===== config.mk =====
export PLATFORM = sky130hd
export DESIGN_NAME = fp32_multiplier
export DESIGN_NICKNAME = d
export VERILOG_FILES = /design/src/rtl/fp32_pkg.sv /design/src/rtl/fp32_round_pack.sv /design/src/rtl/fp32_multiplier.sv
export SDC_FILE = /design/constraint.sdc
export NUM_CORES = 2
export LEC_CHECK = 0
export CORE_MARGIN = 1
export CORE_UTILIZATION = 40
export DETAILED_ROUTE_END_ITERATION = 16
export GPL_ROUTABILITY_DRIVEN = 0
export GPL_TIMING_DRIVEN = 0
export HOLD_SLACK_MARGIN = 0.12
export PLACE_DENSITY = 0.56
export SYNTH_ARGS = -nofsm -noshare
export SYNTH_HDL_FRONTEND = slang
export SYNTH_SLANG_ARGS = --single-unit

===== constraint.sdc =====
create_clock -name clk -period 6 [get_ports clk]
set_input_delay 1.2 -clock clk [delete_from_list [all_inputs] [get_ports clk]]
set_output_delay 1.2 -clock clk [all_outputs]
set_load 0.01 [all_outputs]

===== src/rtl/fp32_pkg.sv =====
// Shared types and constants for the multi-cycle binary32 multiplier.
package fp32_pkg;

  typedef struct packed {
    logic        sgn;
    logic [7:0]  exp;
    logic [22:0] frac;
  } fp32_t;

  localparam int EXP_BIAS = 127;
  localparam int EXP_MAX  = 255;

  typedef enum logic [1:0] {IDLE, MULT, NORM, PACK} mul_state_t;

endpackage


===== src/rtl/fp32_round_pack.sv =====
// Rounds a normalized significand and packs it into binary32, saturating to infinity or flushing to zero.
// Rounding is round-to-nearest-even when FP_MUL_RNE_EN is defined, truncation otherwise.
module fp32_round_pack
  import fp32_pkg::*;
(
  input  logic        sign,
  input  logic [9:0]  exp,
  input  logic [22:0] frac,
  input  logic        guard,
  input  logic        sticky,
  output logic [31:0] packed_word,
  output logic        overflow
);

  logic               inc;
  logic [23:0]        frac_rnd;
  logic signed [9:0]  exp_rnd;

`ifdef FP_MUL_RNE_EN
  assign inc = guard & (sticky | frac[0]);
`else
  logic rnd_unused;
  assign rnd_unused = guard | sticky;
  assign inc        = 1'b0;
`endif

  // a carry out of the fraction means the significand became 2.0, so bump the exponent
  assign frac_rnd = {1'b0, frac} + 24'(inc);
  assign exp_rnd  = $signed(exp) + $signed({9'b0, frac_rnd[23]});

  always_comb begin
    packed_word = {sign, 31'h0};
    overflow    = 1'b0;
    if (exp_rnd > 10'sd254) begin
      packed_word = {sign, 8'hFF, 23'h0};
      overflow    = 1'b1;
    end else if (exp_rnd > 10'sd0) begin
      packed_word = {sign, exp_rnd[7:0], frac_rnd[22:0]};
    end
  end

endmodule


===== src/rtl/fp32_multiplier.sv =====
// Multi-cycle binary32 multiplier: IDLE -> MULT -> NORM -> PACK, one-cycle mul_done with held result.
// Optional build macro FP_MUL_RNE_EN selects round-to-nearest-even instead of truncation.
//
// state | meaning
// IDLE  | waiting for mul_start; operands latched on acceptance
// MULT  | sign, biased exponent sum and 48-bit significand product formed
// NORM  | product normalized to 23-bit fraction plus guard/sticky
// PACK  | rounded result and overflow registered, mul_done pulsed
module fp32_multiplier
  import fp32_pkg::*;
(
  input  logic        clk,
  input  logic        n_rst,
  input  logic        mul_start,
  input  logic [31:0] op1,
  input  logic [31:0] op2,
  output logic        mul_done,
  output logic        mul_overflow,
  output logic [31:0] mul_result
);

  mul_state_t  state, state_nxt;
  fp32_t       op1_q, op2_q;
  logic        sign_q, zero_q, inf_q;
  logic [9:0]  exp_q;
  logic [47:0] prod_q;
  logic [22:0] frac_q;
  logic        guard_q, sticky_q;
  logic [31:0] rp_word;
  logic        rp_overflow;

  always_ff @(posedge clk or negedge n_rst) begin
    if (!n_rst) state <= IDLE;
    else        state <= state_nxt;
  end

  always_comb begin
    state_nxt = state;
    case (state)
      IDLE:    if (mul_start) state_nxt = MULT;
      MULT:    state_nxt = NORM;
      NORM:    state_nxt = PACK;
      PACK:    state_nxt = IDLE;
      default: state_nxt = IDLE;
    endcase
  end

  always_ff @(posedge clk or negedge n_rst) begin
    if (!n_rst) begin
      op1_q    <= '0;
      op2_q    <= '0;
      sign_q   <= 1'b0;
      zero_q   <= 1'b0;
      inf_q    <= 1'b0;
      exp_q    <= '0;
      prod_q   <= '0;
      frac_q   <= '0;
      guard_q  <= 1'b0;
      sticky_q <= 1'b0;
    end else begin
      case (state)
        IDLE: if (mul_start) begin
          op1_q <= fp32_t'(op1);
          op2_q <= fp32_t'(op2);
        end
        MULT: begin
          sign_q <= op1_q.sgn ^ op2_q.sgn;
          zero_q <= (op1_q.exp == 8'h00) || (op2_q.exp == 8'h00);
          inf_q  <= (op1_q.exp == 8'(EXP_MAX)) || (op2_q.exp == 8'(EXP_MAX));
          exp_q  <= {2'b00, op1_q.exp} + {2'b00, op2_q.exp} - 10'(EXP_BIAS);
          prod_q <= {24'h0, 1'b1, op1_q.frac} * {24'h0, 1'b1, op2_q.frac};
        end
        NORM: begin
          if (prod_q[47]) begin
            frac_q   <= prod_q[46:24];
            guard_q  <= prod_q[23];
            sticky_q <= |prod_q[22:0];
            exp_q    <= exp_q + 10'd1;
          end else begin
            frac_q   <= prod_q[45:23];
            guard_q  <= prod_q[22];
            sticky_q <= |prod_q[21:0];
          end
        end
        default: ;
      endcase
    end
  end

  fp32_round_pack u_round_pack (
    .sign        (sign_q),
    .exp         (exp_q),
    .frac        (frac_q),
    .guard       (guard_q),
    .sticky      (sticky_q),
    .packed_word (rp_word),
    .overflow    (rp_overflow)
  );

  // Inf/NaN operands win over zero operands so inf*0 reports overflow rather than a silent zero
  always_ff @(posedge clk or negedge n_rst) begin
    if (!n_rst) begin
      mul_done     <= 1'b0;
      mul_overflow <= 1'b0;
      mul_result   <= 32'h0;
    end else begin
      mul_done <= (state == PACK);
      if (state == PACK) begin
        if (inf_q) begin
          mul_result   <= {sign_q, 8'hFF, 23'h0};
          mul_overflow <= 1'b1;
        end else if (zero_q) begin
          mul_result   <= {sign_q, 31'h0};
          mul_overflow <= 1'b0;
        end else begin
          mul_result   <= rp_word;
          mul_overflow <= rp_overflow;
        end
      end
    end
  end

endmodule


==> results.txt <==
Delay-heaviest family, CP: adder cells
Max stage delay cell, worst path: fa_1
Setup Viol. Count Final: 25
Critical path class: flop to flop
Layout Cells excl Fill: 3,807
Pin count of the biggest net entering global routing: 96
Syn_area_per_cell: 9.40 um2
RSZ-0062 raised after global routing: true
Clock Sinks: 161
Post-synth cell types: 57
Post-synth top area share: 38.0%
Seq/Total Area, Yosys: 15.9%
Status: complete, but fails checks
Critical path buffers and inverters: 5
Period utilisation layout: 115%
Syn nets: 3,445
Reg area: 0.00408 mm2
Failing checks: setup timing
FF+latch count, synth: 161
Met2 global-route usage: 45.3%
Top_reg_cell synth: dfrtp_1
Num CTS Buffers: 17
Avg WL per Cell: 21.6 um
H-tree Lvls: 4
Yosys top cell by area: fa_1
CTS tree: built
Nets@finish: 3,688
Area grow syn2layout: 22.5%
First-pass GRT wire length: 126,000 um
Synth area leaders: fa_1 38%, dfrtp_1 16%, ha_1 9.5%, inv_1 9.0%, and2_1 5.9%
Share of cells above drive strength 1: 18.7%
Worst-Skew Late Latency: 500 ps
Hold Fails Final Rpt: 0
Achievable Freq: 145 MHz
Synth Cell Area: 0.0254 mm2
Io pins: 101
Row Count: 92
Die width: 254 um
Fin util: 49.4%
Post-Syn Instances: 2,704
Post-synth ARST share: 100%
Minimum clock period after layout: 6900 ps
Most Used Layer, Global Route: met2
Worst endpoint data arrival time: 7320 ps
Critical-path cell list: clkbuf_16, buf_4, nand2_1, fa_1, inv_1, fa_1, fa_1, inv_1, fa_1, fa_1, inv_1, fa_1, ha_1, ha_1, a21oi_2, o21ai_0, a21oi_1, o21ai_1, a32oi_4, a2111oi_4, or3_4, a31oi_1
Post-DP HPWL: 64,900 um
Max Root-Sink Buffers: 2
Final antenna-violating net count: 0
MaxCap Viol Count: 0
Most frequent cells in the layout: 588 x inv_1, 466 x fa_1, 307 x nand2_1
Clock transition at the registers of the reported paths: 80 ps
DRC viols: 0
Most common cell after layout, fill and taps aside: inv_1
Vias in the first global route: 21,400
Global route total overflow: 0
CP required: 6430 ps
Initial antenna violation count: 5
Std-Cell Core Area: 0.0630 mm2
Die H: 254 um
Met1 Use GR: 32.5%
Met3 Usage GRT: 5.77%
DP Cell Count: 3,651
Warnings, synthesis: 0
Number of synthesized flops with an enable pin: 0
Die area: 0.0645 mm2
Final Skew: 19.1 ps
Slew @ Worst Pin: 910 ps
Via density: 5.16
Rel. slew slack: 39.3%
Vias: 19,600
Initial drt markers: 1,298
Filler cell count in the final layout: 5,811
Worst setup margin: -895 ps
Total GRT Usage: 26.6%
Crit path largest cell delay: 650 ps
Critical-path maximum fanout: 6
Total wire length: 82,400 um
Cell mode on critical path: fa_1
Crit start category: flop
Worst hold path class: flop to flop
CTS Root Cell: clkbuf_16
Starting Density: 40.4%
Final Max Tran Viols: 0
Crit end category: flop
1st-pass router iterations: 5
IO buf count: 100
Multi-input logic area: 0.0196 mm2
==> synth_stat cells (all sizes together) (15+ instances only) <==
library cell,number
xnor2,20
nor2,100
a21oi,109
clkbuf,117
xor2,15
dfrtp,161
nand2,321
o21ai,55
fa,482
mux2,84
and2,246
inv,612
nand4,16
mux2i,23
ha,192
==> layer usage <==
layer / up-vias / wire (um)
li1: 8628 / -
met1: 10100 / 32100
met5: - / 15
met4: 2 / 3600
met2: 695 / 40800
met3: 171 / 5880
==> worst register-to-register path, delay by kind of cell (launching register included) <==
family	cells	cell delay, ps
adders and majority gates	8	3760
DFF	1	500
AOI/OAI and AO/OA	7	1540
and+or+nand+nor	2	460
buffers and inverters	5	550
==> cell type report <==
class                   instances  area share, %
multi-input cells            1802           62.8
flip-flops and latches        161           13.1
inverters                     614           7.57
repair buffers                225           6.69
plain buffers                 126           4.34
well taps                     846           3.40
clock buffers                  17           1.37
clock inverters                15          0.747
diodes                          1        0.00804
==> worst paths after layout <==
path                                 from             to  slack, ps  cells past startpoint
worst max-delay path            op1_q[20]     prod_q[47]       -900                     22
worst min-delay path            frac_q[8]  mul_result[8]        500                      2
worst max register to register  op1_q[20]     prod_q[47]       -900                     22
worst min register to register  frac_q[8]  mul_result[8]        500                      2
max in group asynchronous           n_rst       op2_q[1]       4390                      2
min in group asynchronous           n_rst       op2_q[8]        590                      1
==> cell families after synthesis <==
group | share of synthesized area (%)
adders and majority gates | 47.4
xor gates and xnor gates | 1.21
buffers and inverters | 11.0
AOI/OAI and AO/OA | 5.61
muxes | 4.63
DFF | 15.9
and+or+nand+nor | 14.3
==> state kept, by name (all words and copies together) (netlist names) <==
register	flops
inf_q	1
state	2
exp_q	10
prod_q	25
zero_q	1
mul_overflow	1
mul_result	32
frac_q	23
sign_q	1
op2_q	32
op1_q	32
mul_done	1
==> stage by stage <==
stage	setup slack [ps]	hold slack (ps)	instance area (um2)	setup TNS, ps
CTS	-825	507	30500	-15810
detailed placement	-1990	483	28000	-39920
global placement	-2960	483	27900	-507200
finish	-895	503	31100	-16550
floorplan	-277	451	25900	-1840
global route	-1030	522	31100	-20440
==> what timing repair did <==
action	in CTS	in global routing
hold buffers	0	0
pin swaps	57	51
gates cloned	2	0
setup endpoints to repair	25	25
buffers inserted	101	21
resized for setup	285	115
Power is left out: the tool's default activity adds up to more than one toggle a clock period on the data nets, which glitch-free logic cannot reach.
